## src/rtl/gobang_eval_sched.sv

```systemverilog
// rtl/gobang_eval_sched.sv - scores one candidate move by driving the form judge over four directions
// Optional defense pass (colour-swapped repeat of all four directions) enabled by GOBANG_EVAL_DEFENSE_EN.
module gobang_eval_sched #(
  parameter int BOARD_N = 15,
  parameter int ADDR_W  = 8,
  parameter int SCORE_W = 16
) (
  input  logic               clk,
  input  logic               rst,
  input  logic               start,
  input  logic [3:0]         pos_row,
  input  logic [3:0]         pos_col,
  input  logic               player,
  output logic               busy,
  output logic               done,
  output logic [SCORE_W-1:0] score,
  output logic               win,
  output logic               occupied,
  output logic [11:0]        dir_types,
  output logic               board_rd,
  output logic [ADDR_W-1:0]  board_addr,
  input  logic [1:0]         board_data,
  output logic [8:0]         judge_a,
  output logic [8:0]         judge_b,
  input  logic [2:0]         judge_type
);

  typedef enum logic [2:0] {IDLE, CTR_RD, CTR_CHK, FETCH, DRAIN, JUDGE, DONE} state_t;

  state_t       state;
  logic [3:0]   row_q, col_q, k_q, pend_k;
  logic         player_q, pass_q, pend_v;
  logic [1:0]   dir_q;
  logic [8:0]   a_mask, b_mask, a_next, b_next;
  logic [1:0]   own;
  logic [3:0]   k_inc;
  logic         last_pass;
  logic [SCORE_W:0] sum;

  // Returns {on_board, address} for window index k of direction d around (r0, c0).
  function automatic logic [ADDR_W:0] cell_of(input logic [1:0] d, input logic [3:0] k,
                                               input logic [3:0] r0, input logic [3:0] c0);
    logic [ADDR_W:0] res;
    int off, dr, dc, r, c;
    off = int'(k) - 4;
    case (d)
      2'd0:    begin dr = 0; dc = 1;  end
      2'd1:    begin dr = 1; dc = 0;  end
      2'd2:    begin dr = 1; dc = 1;  end
      default: begin dr = 1; dc = -1; end
    endcase
    r = int'(r0) + dr * off;
    c = int'(c0) + dc * off;
    res[ADDR_W] = (r >= 0) && (r < BOARD_N) && (c >= 0) && (c < BOARD_N);
    res[ADDR_W-1:0] = ADDR_W'(r * BOARD_N + c);
    return res;
  endfunction

  function automatic logic [15:0] weight_of(input logic [2:0] t);
    case (t)
      3'd0:    return 16'd0;
      3'd1:    return 16'd10;
      3'd2:    return 16'd50;
      3'd3:    return 16'd100;
      3'd4:    return 16'd500;
      3'd5:    return 16'd1000;
      3'd6:    return 16'd5000;
      default: return 16'd50000;
    endcase
  endfunction

`ifdef GOBANG_EVAL_DEFENSE_EN
  assign last_pass = pass_q;
`else
  assign last_pass = 1'b1;
`endif

  // The defense pass simply swaps which colour counts as own.
  assign own   = (player_q ^ pass_q) ? 2'b10 : 2'b01;
  assign k_inc = (k_q == 4'd3) ? 4'd5 : k_q + 4'd1;
  assign sum   = {1'b0, score} + {{(SCORE_W-15){1'b0}}, weight_of(judge_type)};

  // Masks with the read returned this cycle merged in.
  always_comb begin
    a_next = a_mask;
    b_next = b_mask;
    if (pend_v) begin
      if (board_data == own)
        a_next[pend_k] = 1'b1;
      else if (board_data != 2'b00)
        b_next[pend_k] = 1'b1;
    end
  end

  always_ff @(posedge clk) begin
    if (rst) begin
      state      <= IDLE;
      busy       <= 1'b0;
      done       <= 1'b0;
      score      <= '0;
      win        <= 1'b0;
      occupied   <= 1'b0;
      dir_types  <= '0;
      board_rd   <= 1'b0;
      board_addr <= '0;
      judge_a    <= '0;
      judge_b    <= '0;
      row_q      <= '0;
      col_q      <= '0;
      player_q   <= 1'b0;
      pass_q     <= 1'b0;
      dir_q      <= '0;
      k_q        <= '0;
      a_mask     <= '0;
      b_mask     <= '0;
      pend_v     <= 1'b0;
      pend_k     <= '0;
    end else begin
      case (state)
        IDLE: begin
          if (start) begin
            busy       <= 1'b1;
            row_q      <= pos_row;
            col_q      <= pos_col;
            player_q   <= player;
            pass_q     <= 1'b0;
            score      <= '0;
            win        <= 1'b0;
            occupied   <= 1'b0;
            dir_types  <= '0;
            board_rd   <= 1'b1;
            board_addr <= ADDR_W'(int'(pos_row) * BOARD_N + int'(pos_col));
            state      <= CTR_RD;
          end
        end
        CTR_RD: begin
          board_rd <= 1'b0;
          state    <= CTR_CHK;
        end
        CTR_CHK: begin
          if (board_data != 2'b00) begin
            occupied <= 1'b1;
            done     <= 1'b1;
            state    <= DONE;
          end else begin
            dir_q                  <= 2'd0;
            k_q                    <= 4'd0;
            a_mask                 <= '0;
            b_mask                 <= '0;
            pend_v                 <= 1'b0;
            {board_rd, board_addr} <= cell_of(2'd0, 4'd0, row_q, col_q);
            state                  <= FETCH;
          end
        end
        FETCH: begin
          a_mask <= a_next;
          b_mask <= b_next;
          // No read means the cell is off the board, which blocks like an opponent stone.
          if (!board_rd)
            b_mask[k_q] <= 1'b1;
          pend_v <= board_rd;
          pend_k <= k_q;
          if (k_q == 4'd8) begin
            board_rd <= 1'b0;
            state    <= DRAIN;
          end else begin
            k_q                    <= k_inc;
            {board_rd, board_addr} <= cell_of(dir_q, k_inc, row_q, col_q);
          end
        end
        DRAIN: begin
          pend_v  <= 1'b0;
          judge_a <= a_next | 9'h010;
          judge_b <= b_next & 9'h1EF;
          state   <= JUDGE;
        end
        JUDGE: begin
          score <= sum[SCORE_W] ? {SCORE_W{1'b1}} : sum[SCORE_W-1:0];
          if (!pass_q) begin
            dir_types[3*dir_q +: 3] <= judge_type;
            if (judge_type == 3'd7)
              win <= 1'b1;
          end
          if (dir_q == 2'd3 && last_pass) begin
            done  <= 1'b1;
            state <= DONE;
          end else begin
            if (dir_q == 2'd3)
              pass_q <= 1'b1;
            dir_q                  <= dir_q + 2'd1;
            k_q                    <= 4'd0;
            a_mask                 <= '0;
            b_mask                 <= '0;
            {board_rd, board_addr} <= cell_of(dir_q + 2'd1, 4'd0, row_q, col_q);
            state                  <= FETCH;
          end
        end
        DONE: begin
          done  <= 1'b0;
          busy  <= 1'b0;
          state <= IDLE;
        end
        default: state <= IDLE;
      endcase
    end
  end

endmodule
```

## config.mk

```make
export PLATFORM = sky130hd
export DESIGN_NAME = gobang_eval_sched
export DESIGN_NICKNAME = d
export VERILOG_FILES = /design/src/rtl/gobang_eval_sched.sv
export SDC_FILE = /design/constraint.sdc
export NUM_CORES = 1
export LEC_CHECK = 0
export CAP_MARGIN = 20
export CORE_AREA = 2 2 129 131
export DETAILED_ROUTE_END_ITERATION = 10
export DIE_AREA = 0 0 131 133
export DONT_BUFFER_PORTS = 1
export PLACE_DENSITY = 0.83
export SLEW_MARGIN = 20
export SYNTH_ARGS = -nofsm -noshare
export SYNTH_HDL_FRONTEND = slang
export SYNTH_SLANG_ARGS = --single-unit
```

## constraint.sdc

```tcl
create_clock -name clk -period 7.47 [get_ports clk]
set_input_delay 0.747 -clock clk [delete_from_list [all_inputs] [get_ports clk]]
set_output_delay 0.747 -clock clk [all_outputs]
set_load 0.01 [all_outputs]
```

==> reports/qor.yml, run 1 <==
nets: 1304
max_cap_violations: 0
grt_max_degree: 98
synth-simple-area-share_pct: 14.0
postSynthCellCount: 1098
synthTopCellsByCount: "149 x ha_1, 132 x inv_1, 113 x nor2_1"
period_minus_slack_ns: 6.94
cts-root-buf: "clkbuf_16"
portBuffers: 0
first_global_vias: 7455
end_kind: "register"
tightestPinTransition_ns: 1.02
synth_area_leader_cell: "dfxtp_1"
cpMaxStageDelayCell: "fa_1"
period_share_pct: 92.9
clockPowerShare_pct: 20.4
grt_pass1_wl_mm: 36.2
synth_xor_area_share_pct: 4.55
hpwl_mm: 17.1
cp.arrival_ns: 7.18
netlist.area_leader.share_pct: 20.6
antennaDiodeCount: 0
post_cts_buffers: 0
p_sw_share_pct: 43.4
hold_slack_ns: 0.451
crit_type: "reg2reg"
vias_per_cell: 5.93
drt_first_pass_iters: 7
rows: 47
ir_drop_mv: 0.133
core_area_um2: 16200
initial_core_util_pct: 58.3
cpLargestDelayFamily: "adder cells"
synth_top_family_by_area: "adder cells"
h-tree-depth: 3
ys_async_sr_fraction_pct: 0
synth-seq-cells: 97
n_fill_cell: 1338
internal_power_mw: 1.34
avgSynthCellArea_um2: 8.59
place_inst: 1278
power_frac_seq_pct: 26.9
setup_viol: 0
powerDensity_nw_per_um2: 240
cp_slowest_stage_delay_ns: 0.53
p_comb_share_pct: 52.7
synthMuxAreaShare_pct: 0.664
critPathBufInv: 7
status: "completed"
dr.first_iter.drc_count: 515
drive_gt1_share_pct: 3.91
wl_mm: 22.2
tns_ns: 0
yosysMostFrequentCell: "ha_1"
synth_compound_area_share_pct: 18.1
ys_seq_area_share_pct: 20.6
synth_edf_count: 0
synth.cell_area_um2: 9430
synthAdderAreaFrac_pct: 34.4
post_drt_wl_per_cell_um: 17.1
wl_met1_mm: 9.10
die-area_um2: 17400
antenna_found_initial: 0
cp_data_required_time_ns: 7.71
final_max_slew_viol_count: 0
boundaryPins: 76
p_sw_mw: 1.02
fmax_mhz: 144
finClkSkew_ns: 0.00955
routabilityCongestion: 0.931
cp-start-kind: "register"
hold_class: "in2reg"
slew_headroom_pct: 31.7
ys_top_cells_by_area: "dfxtp_1 21%, ha_1 20%, fa_1 15%"
cts_tree: "built"
cp_max_fo: 6
synthToLayoutAreaGrowth_pct: 4.41
dieHeight_um: 133
num_vias: 7677
grt_usage_pct: 26.0
ant_nets: 0
ys_types: 72
cts.reportedPaths.clkPinSlew_ns: 0.08
dr_wl_met3_mm: 1.64
gr-total-overflow: 0
clock_path_buffers: 2
rsz0062_at_grt: "no"
cts_resized: 0
fin_cells: 1294
synth_nets: 1333
holdBufCountCts: 0
cts.sinks: 97
drc: 0
die_w_um: 131
leakagePower_nw: 4.43
cts_buffers: 9
synth_warnings: 0
hold_viol: 0
clock_latency_ns: 0.36
dr_wl_met2_mm: 10.6
top_layer_used: "met4"
ys.flop_type: "dfxtp_1"
-- layout by cell type, fill, tap and decap left out, drive strengths merged, types with 3 or more instances in the layout --
cell / instances
a21o: 19
o21a: 8
a21oi: 101
or2: 3
xor2: 16
xnor2: 33
nor2b: 10
inv: 136
and2: 5
nand2: 72
a22oi: 18
ha: 149
o21bai: 11
a211oi: 30
nand3: 18
o21ai: 32
clkinv: 4
o31a: 3
nor4: 8
clkbuf: 9
nor3: 22
mux2i: 4
nand2b: 8
fa: 69
nand4: 4
a311oi: 4
a32oi: 8
dfxtp: 97
a31oi: 4
o22ai: 8
buf: 5
nor2: 116
o211ai: 5
-- kinds of logic (layout without fill, tap and decap cells) --
kind of cell               Yosys count  after routing
DFF                                 97             97
other                                1              1
buffers and inverters              178            154
and+or+nand+nor                    284            284
xor gates and xnor gates            49             49
adders and majority gates          218            218
muxes                                6              6
AOI/OAI and AO/OA                  265            265
-- per-layer routing --
layer,GRT usage [%],up-vias
met3,5.01,60
li1,-,3702
met1,33.0,3644
met2,42.9,271
met5,0,-
met4,10.9,0
-- layout make-up --
| class | instances | area (um^2) | share of cell area [%] |
|---|---|---|---|
| clock buffer | 9 | 225 | 2.29 |
| tap | 220 | 275 | 2.80 |
| multi-input combinational | 823 | 6780 | 68.9 |
| timing repair buffer | 5 | 37.5 | 0.381 |
| clock inverter | 7 | 81.3 | 0.826 |
| inverter | 133 | 499 | 5.07 |
| sequential | 97 | 1940 | 19.7 |
-- final timing paths --
| path | from | endpoint | slack (ns) | cells after the start |
|---|---|---|---|---|
| setup / recovery | k_q[1]$_SDFFE_PP0P_ | board_addr[7]$_SDFFE_PP0P_ | 0.53 | 28 |
| hold / removal | rst | score[7]$_SDFFE_PP0P_ | 0.45 | 1 |
| setup reg to reg | k_q[1]$_SDFFE_PP0P_ | board_addr[7]$_SDFFE_PP0P_ | 0.53 | 28 |
| hold reg to reg | a_mask[6]$_SDFFE_PP0P_ | a_mask[6]$_SDFFE_PP0P_ | 0.49 | 2 |
-- through the flow --
step | total power, mW | util, % | setup WS (ns) | cell area [um^2]
after global placement | 1.81 | 58.9 | 0.668 | 9530
after detailed placement | 1.86 | 58.9 | 0.516 | 9530
final | 2.36 | 60.9 | 0.533 | 9840
after CTS | 2.35 | 60.8 | 0.455 | 9830
after floorplan | 1.61 | - | 0.647 | 9430
after global routing | 2.54 | 60.9 | 0.0635 | 9840
-- power by group through the flow --
stage / combinational [mW] / clock [mW] / sequential (mW)
after floorplan: 0.996 / 0 / 0.616
after global placement: 1.17 / 0 / 0.645
after detailed placement: 1.21 / 0 / 0.646
after CTS: 1.23 / 0.483 / 0.634
after global routing: 1.40 / 0.502 / 0.641
final: 1.24 / 0.483 / 0.636
-- worst reg2reg max path, delay by kind of cell, from the launching register on --
family                     cells  cell delay [ns]
AOI/OAI and AO/OA              5             0.90
xor gates and xnor gates       4             0.53
adders and majority gates     10             4.26
buffers and inverters          7             0.48
DFF                            1             0.42
and+or+nand+nor                2             0.24
-- flip-flops by register name, summed over array words and instances (netlist names) --
register / count
pend_k: 4
dir_q: 2
row_q: 4
dir_types: 12
col_q: 4
done: 1
b_mask: 8
board_addr: 8
busy: 1
occupied: 1
state: 3
win: 1
player_q: 1
a_mask: 8
score: 16
board_rd: 1
k_q: 4
judge_b: 8
judge_a: 9
pend_v: 1
Power figures use the tool's default switching activity.
==> inputs of run 2 (changes only) <==
--- a/config.mk
+++ b/config.mk
@@ -11,6 +11,7 @@
 export DIE_AREA = 0 0 131 133
 export DONT_BUFFER_PORTS = 1
 export PLACE_DENSITY = 0.83
+export REMOVE_ABC_BUFFERS = 1
 export SLEW_MARGIN = 20
 export SYNTH_ARGS = -nofsm -noshare
 export SYNTH_HDL_FRONTEND = slang
==> run 2 against run 1 <==
Against the previous run: clock skew hardly changed; design area hardly changed; non-clock buffer count is 1 lower; worst setup slack worse by 0.16 ns; sequential cell count stayed put; critical endpoint unchanged; wire length is 2.7% higher; die area stayed put.
==> reports/qor.yml, run 2 (synthesized netlist as in run 1, its figures left out) <==
grt_max_degree: 98  # unchanged
hold_class: "in2reg"
drive_gt1_share_pct: 3.73  # -0.18 points
regArea_um2: 1940  # about the same
fmax_mhz: 141  # -2.3%
crit_type: "reg2reg"
drc: 0  # unchanged
tns_ns: 0  # unchanged
routabilityCongestion: 0.907  # -2.6%
clock_latency_ns: 0.36  # about the same
cpMaxStageDelayCell: "fa_1"
worstHoldStart: "rst"
wl_mm: 22.8  # +2.7%
core_area_um2: 16200  # unchanged
antennaDiodeCount: 0  # unchanged
mostFrequentLayoutCell: "ha_1"
finalInstanceArea_um2: 9840  # about the same
ir_drop_mv: 0.176  # +33%
cts-root-buf: "clkbuf_16"
cts.reportedPaths.clkPinSlew_ns: 0.08  # about the same
grt_pass1_wl_mm: 37.6  # +3.9%
multiInputGateArea_um2: 6770  # about the same
tightestPinTransition_ns: 0.999  # -0.0242 ns
initial_core_util_pct: 58.3  # unchanged
cts_buffers: 9  # unchanged
h-tree-depth: 3  # unchanged
max_cap_violations: 0  # unchanged
vias_per_cell: 6.01  # +1.4%
portBuffers: 0  # unchanged
placed_area_um2: 9520  # about the same
setup_viol: 0  # unchanged
largest_reg_flops: 16  # unchanged
hpwl_mm: 17.5  # +2.4%
cp_max_fo: 8  # +2
r2r-start: "k_q[0]$_SDFFE_PP0P_"
reg_top3: "score x16, dir_types x12, judge_a x9"
hold_viol: 0  # unchanged
period_minus_slack_ns: 7.10  # +0.164 ns
slew_headroom_pct: 33.0  # +1.3 points
post_cts_buffers: 0  # unchanged
post_drt_wl_per_cell_um: 17.6  # +2.8%
leakagePower_nw: 4.43  # about the same
die_w_um: 131  # unchanged
rows: 47  # unchanged
dieHeight_um: 133  # unchanged
fin_cells: 1293  # -0.077%
antenna_found_initial: 0  # unchanged
dr.first_iter.drc_count: 555  # +7.8%
ant_nets: 0  # unchanged
place_inst: 1277  # -0.078%
crit_start: "k_q[0]$_SDFFE_PP0P_"
n_fill_cell: 1359  # +1.6%
cp.arrival_ns: 7.34  # +0.16 ns
boundaryPins: 76  # unchanged
num_vias: 7777  # +1.3%
cts_tree: "built"
clock_path_buffers: 2  # unchanged
period_share_pct: 95.1  # +2.2 points
drt_first_pass_iters: 5  # -2
powerDensity_nw_per_um2: 242  # +0.87%
largest-register: "score"
final_max_slew_viol_count: 0  # unchanged
cp-start-kind: "register"
die-area_um2: 17400  # unchanged
nets: 1303  # -0.077%
holdBufCountCts: 0  # unchanged
synthToLayoutAreaGrowth_pct: 4.34  # about the same
cts_resized: 0  # unchanged
final_cell_mix: "149 x ha_1, 132 x inv_1, 113 x nor2_1"
grt_usage_pct: 27.0  # +1.0 points
cp_data_required_time_ns: 7.71  # about the same
end_kind: "register"
first_global_vias: 7735  # +3.8%
status: "completed"
rsz0062_at_grt: "no"
cts.sinks: 97  # unchanged
cp_slowest_stage_delay_ns: 0.53  # about the same
finClkSkew_ns: 0.00986  # +0.000310 ns
gr-total-overflow: 0  # unchanged
[run 2: cell types whose count changed in the layout (fill, tap and decap cells not counted), sizes merged]
cell,before,now
bufinv,0,1
inv,136,137
buf,5,4
clkinv,4,2
[run 2: area by class of cell]
class | instances | area share [%]
Multi-Input combinational cell | 823 | 68.9
Tap cell | 220 | 2.80
Timing Repair Buffer | 4 | 0.305
Sequential cell | 97 | 19.7
Clock buffer | 9 | 2.29
Clock inverter | 7 | 0.916
Inverter | 133 | 5.08
[run 2: through the flow]
| step | setup WS, ns | total power [mW] | hold slack [ns] | util [%] |
|---|---|---|---|---|
| after floorplan | 0.647 | 1.59 | 0.446 | - |
| after global placement | 0.654 | 1.82 | 0.465 | 58.9 |
| after detailed placement | 0.416 | 1.87 | 0.479 | 58.9 |
| after CTS | 0.392 | 2.38 | 0.451 | 60.8 |
| after global routing | 0.0131 | 2.57 | 0.451 | 60.8 |
| final | 0.369 | 2.38 | 0.464 | 60.8 |
[run 2: power breakdown]
| part | leakage [nW] | switching (mW) | internal (mW) |
|---|---|---|---|
| Clock | 0.154 | 0.225 | 0.268 |
| Sequential | 0.787 | 0.0790 | 0.560 |
| Combinational | 3.49 | 0.709 | 0.541 |
[run 2: worst paths after layout]
| path | end | slack (ns) | cells past startpoint |
|---|---|---|---|
| worst max-delay path | board_addr[7]$_SDFFE_PP0P_ | 0.37 | 28 |
| worst min register to register | a_mask[8]$_SDFFE_PP0P_ | 0.50 | 2 |
| worst max register to register | board_addr[7]$_SDFFE_PP0P_ | 0.37 | 28 |
| worst min-delay path | judge_a[4]$_SDFFE_PP0P_ | 0.46 | 1 |
[run 2: per-layer routing]
layer,up-vias,part of all wire [%],GRT usage [%]
met2,293,48,43.6
li1,3685,-,-
met4,0,2.6,8.16
met3,54,7.2,5.54
met5,-,0,0
met1,3745,43,36.3
[run 2: critical path, delay by kind of cell, from the launching register on]
family / cells / cell delay [ns]
and+or+nand+nor: 2 / 0.35
adders and majority gates: 10 / 4.22
DFF: 1 / 0.47
AOI/OAI and AO/OA: 5 / 0.94
buffers and inverters: 7 / 0.48
xor gates and xnor gates: 4 / 0.52
==> inputs of run 3 (changes only) <==
--- a/config.mk
+++ b/config.mk
@@ -6,11 +6,12 @@
 export NUM_CORES = 1
 export LEC_CHECK = 0
 export CAP_MARGIN = 20
-export CORE_AREA = 2 2 129 131
+export CORE_AREA = 3 3 130 132
 export DETAILED_ROUTE_END_ITERATION = 10
-export DIE_AREA = 0 0 131 133
+export DIE_AREA = 0 0 133 135
 export DONT_BUFFER_PORTS = 1
 export PLACE_DENSITY = 0.83
+export RECOVER_POWER = 100
 export REMOVE_ABC_BUFFERS = 1
 export SLEW_MARGIN = 20
 export SYNTH_ARGS = -nofsm -noshare
==> constraint.sdc (replaced) <==
create_clock -name clk -period 7.47 [get_ports clk]
set_input_delay 1.1205 -clock clk [delete_from_list [all_inputs] [get_ports clk]]
set_output_delay 1.1205 -clock clk [all_outputs]
set_load 0.01 [all_outputs]
==> run 3 against run 2 <==
Against the previous run: the flow now finishes with violations (max-capacitance violations, max-slew violations); clock skew decreased by 0.0017 ns; hold slack improved by 0.018 ns; critical endpoint unchanged; largest power group unchanged; count of clock-buffer cells in the layout increased by 1; via count about the same; critical path type unchanged.
==> reports/qor.yml, run 3 (synthesized netlist as in run 1, its figures left out) <==
fmax_mhz: 143  # +1.5%
boundaryPins: 76  # unchanged
gr-total-overflow: 0  # unchanged
vias_per_cell: 6.02  # +0.10%
period_minus_slack_ns: 7.00  # -0.103 ns
dieHeight_um: 135  # +1.5%
violations: "max-capacitance violations, max-slew violations"
cts_tree: "built"
hold_class: "reg2reg"
cts-root-buf: "clkbuf_16"
cp-start-kind: "register"
reg_top3: "score x16, dir_types x12, judge_a x9"
post_drt_wl_per_cell_um: 17.4  # -1.1%
grt_pass1_wl_mm: 37.5  # about the same
status: "complete, but fails checks"
hpwl_mm: 17.3  # -1.1%
cp_max_fo: 8  # unchanged
utilization_pct: 61.8  # +1.0 points
die-area_um2: 18000  # +3.1%
ir_drop_mv: 0.158  # -10%
tns_ns: 0  # unchanged
crit_type: "reg2reg"
routabilityCongestion: 0.918  # +1.3%
cts_buffers: 9  # unchanged
cts_resized: 0  # unchanged
rows: 46  # -2.1%
tightestPinTransition_ns: 1.63  # +0.631 ns
die_w_um: 133  # +1.5%
initial_core_util_pct: 59.6  # +1.3 points
place_inst: 1275  # -0.16%
cp.arrival_ns: 7.24  # -0.10 ns
hold_viol: 0  # unchanged
cp_slowest_stage_delay_ns: 0.54  # about the same
nets: 1305  # +0.15%
drive_gt1_share_pct: 2.88  # -0.84 points
period_share_pct: 93.7  # -1.4 points
cpMaxStageDelayCell: "fa_1"
holdBufCountCts: 0  # unchanged
fin_cells: 1291  # -0.15%
drt_first_pass_iters: 5  # unchanged
final_cell_mix: "149 x ha_1, 132 x inv_1, 115 x nor2_1"
portBuffers: 0  # unchanged
ant_nets: 0  # unchanged
h-tree-depth: 3  # unchanged
rsz0062_at_grt: "no"
mostFrequentLayoutCell: "ha_1"
first_global_vias: 7565  # -2.2%
wl_mm: 22.5  # -1.3%
core_area_um2: 15800  # -2.1%
setup_viol: 0  # unchanged
largest_reg_flops: 16  # unchanged
max_cap_violations: 2  # +2
clock_path_buffers: 2  # unchanged
synthToLayoutAreaGrowth_pct: 3.81
post_cts_buffers: 0  # unchanged
drc: 0  # unchanged
grt_max_degree: 98  # unchanged
num_vias: 7773  # -0.051%
grt_usage_pct: 25.3  # -1.7 points
cp_data_required_time_ns: 7.71  # about the same
clock_latency_ns: 0.35  # about the same
dr.first_iter.drc_count: 623  # +12%
slew_headroom_pct: -9.51  # -43 points
antennaDiodeCount: 0  # unchanged
cts.reportedPaths.clkPinSlew_ns: 0.07  # about the same
final_max_slew_viol_count: 42  # +42
end_kind: "register"
powerDensity_nw_per_um2: 241  # -0.48%
antenna_found_initial: 0  # unchanged
finClkSkew_ns: 0.00815  # -0.00171 ns
cts.sinks: 97  # unchanged
leakagePower_nw: 4.41  # -0.26%
largest-register: "score"
-- run 3: power by group --
group          internal [mW]  switching [mW]  total [mW]
logic                  0.540           0.720        1.26
clock network          0.243           0.222       0.465
registers              0.560          0.0741       0.635
-- run 3: path summary, 6_finish.rpt --
kind,cells after the start,to,from,slack [ns]
max,28,board_addr[7]$_SDFFE_PP0P_,k_q[0]$_SDFFE_PP0P_,0.47
min,2,a_mask[8]$_SDFFE_PP0P_,a_mask[8]$_SDFFE_PP0P_,0.48
max reg2reg,28,board_addr[7]$_SDFFE_PP0P_,k_q[0]$_SDFFE_PP0P_,0.47
min reg2reg,2,a_mask[8]$_SDFFE_PP0P_,a_mask[8]$_SDFFE_PP0P_,0.48
-- run 3: critical path: cells and delay by family, from the launching register on --
kind,cells,cell delay (ns)
adder cells (fa/ha/maj),10,4.19
flip-flops,1,0.46
AND/OR/NAND/NOR,2,0.35
buffers and inverters,7,0.47
XOR/XNOR,4,0.54
AO/OA/AOI/OAI,5,0.91
-- run 3: metrics by stage --
| step | worst slack (ns) | total power, mW | instance area, um^2 | hold slack [ns] |
|---|---|---|---|---|
| after global routing | 0.0638 | 2.55 | 9790 | 0.518 |
| after floorplan | 0.647 | 1.59 | 9210 | 0.446 |
| after detailed placement | 0.535 | 1.88 | 9530 | 0.478 |
| after CTS | 0.489 | 2.36 | 9830 | 0.490 |
| after global placement | 0.641 | 1.83 | 9530 | 0.462 |
| final | 0.472 | 2.36 | 9790 | 0.482 |
-- run 3: area by class of cell --
cell class	instances	area, um^2
Clock buffer	10	239
Clock inverter	6	57.6
Sequential cell	97	1940
Tap cell	216	270
Inverter	133	499
Timing Repair Buffer	6	37.5
Multi-Input combinational cell	823	6740
Fill cell	1317	6040
-- run 3: metal layers --
layer  track usage (%)  vias to the layer above  share of wire [%]
li1                  -                     3698                  -
met1              34.6                     3686                 43
met2              40.2                      336                 46
met3              5.92                       53                8.7
met4              7.45                        0                2.4
met5                 0                        -                  0
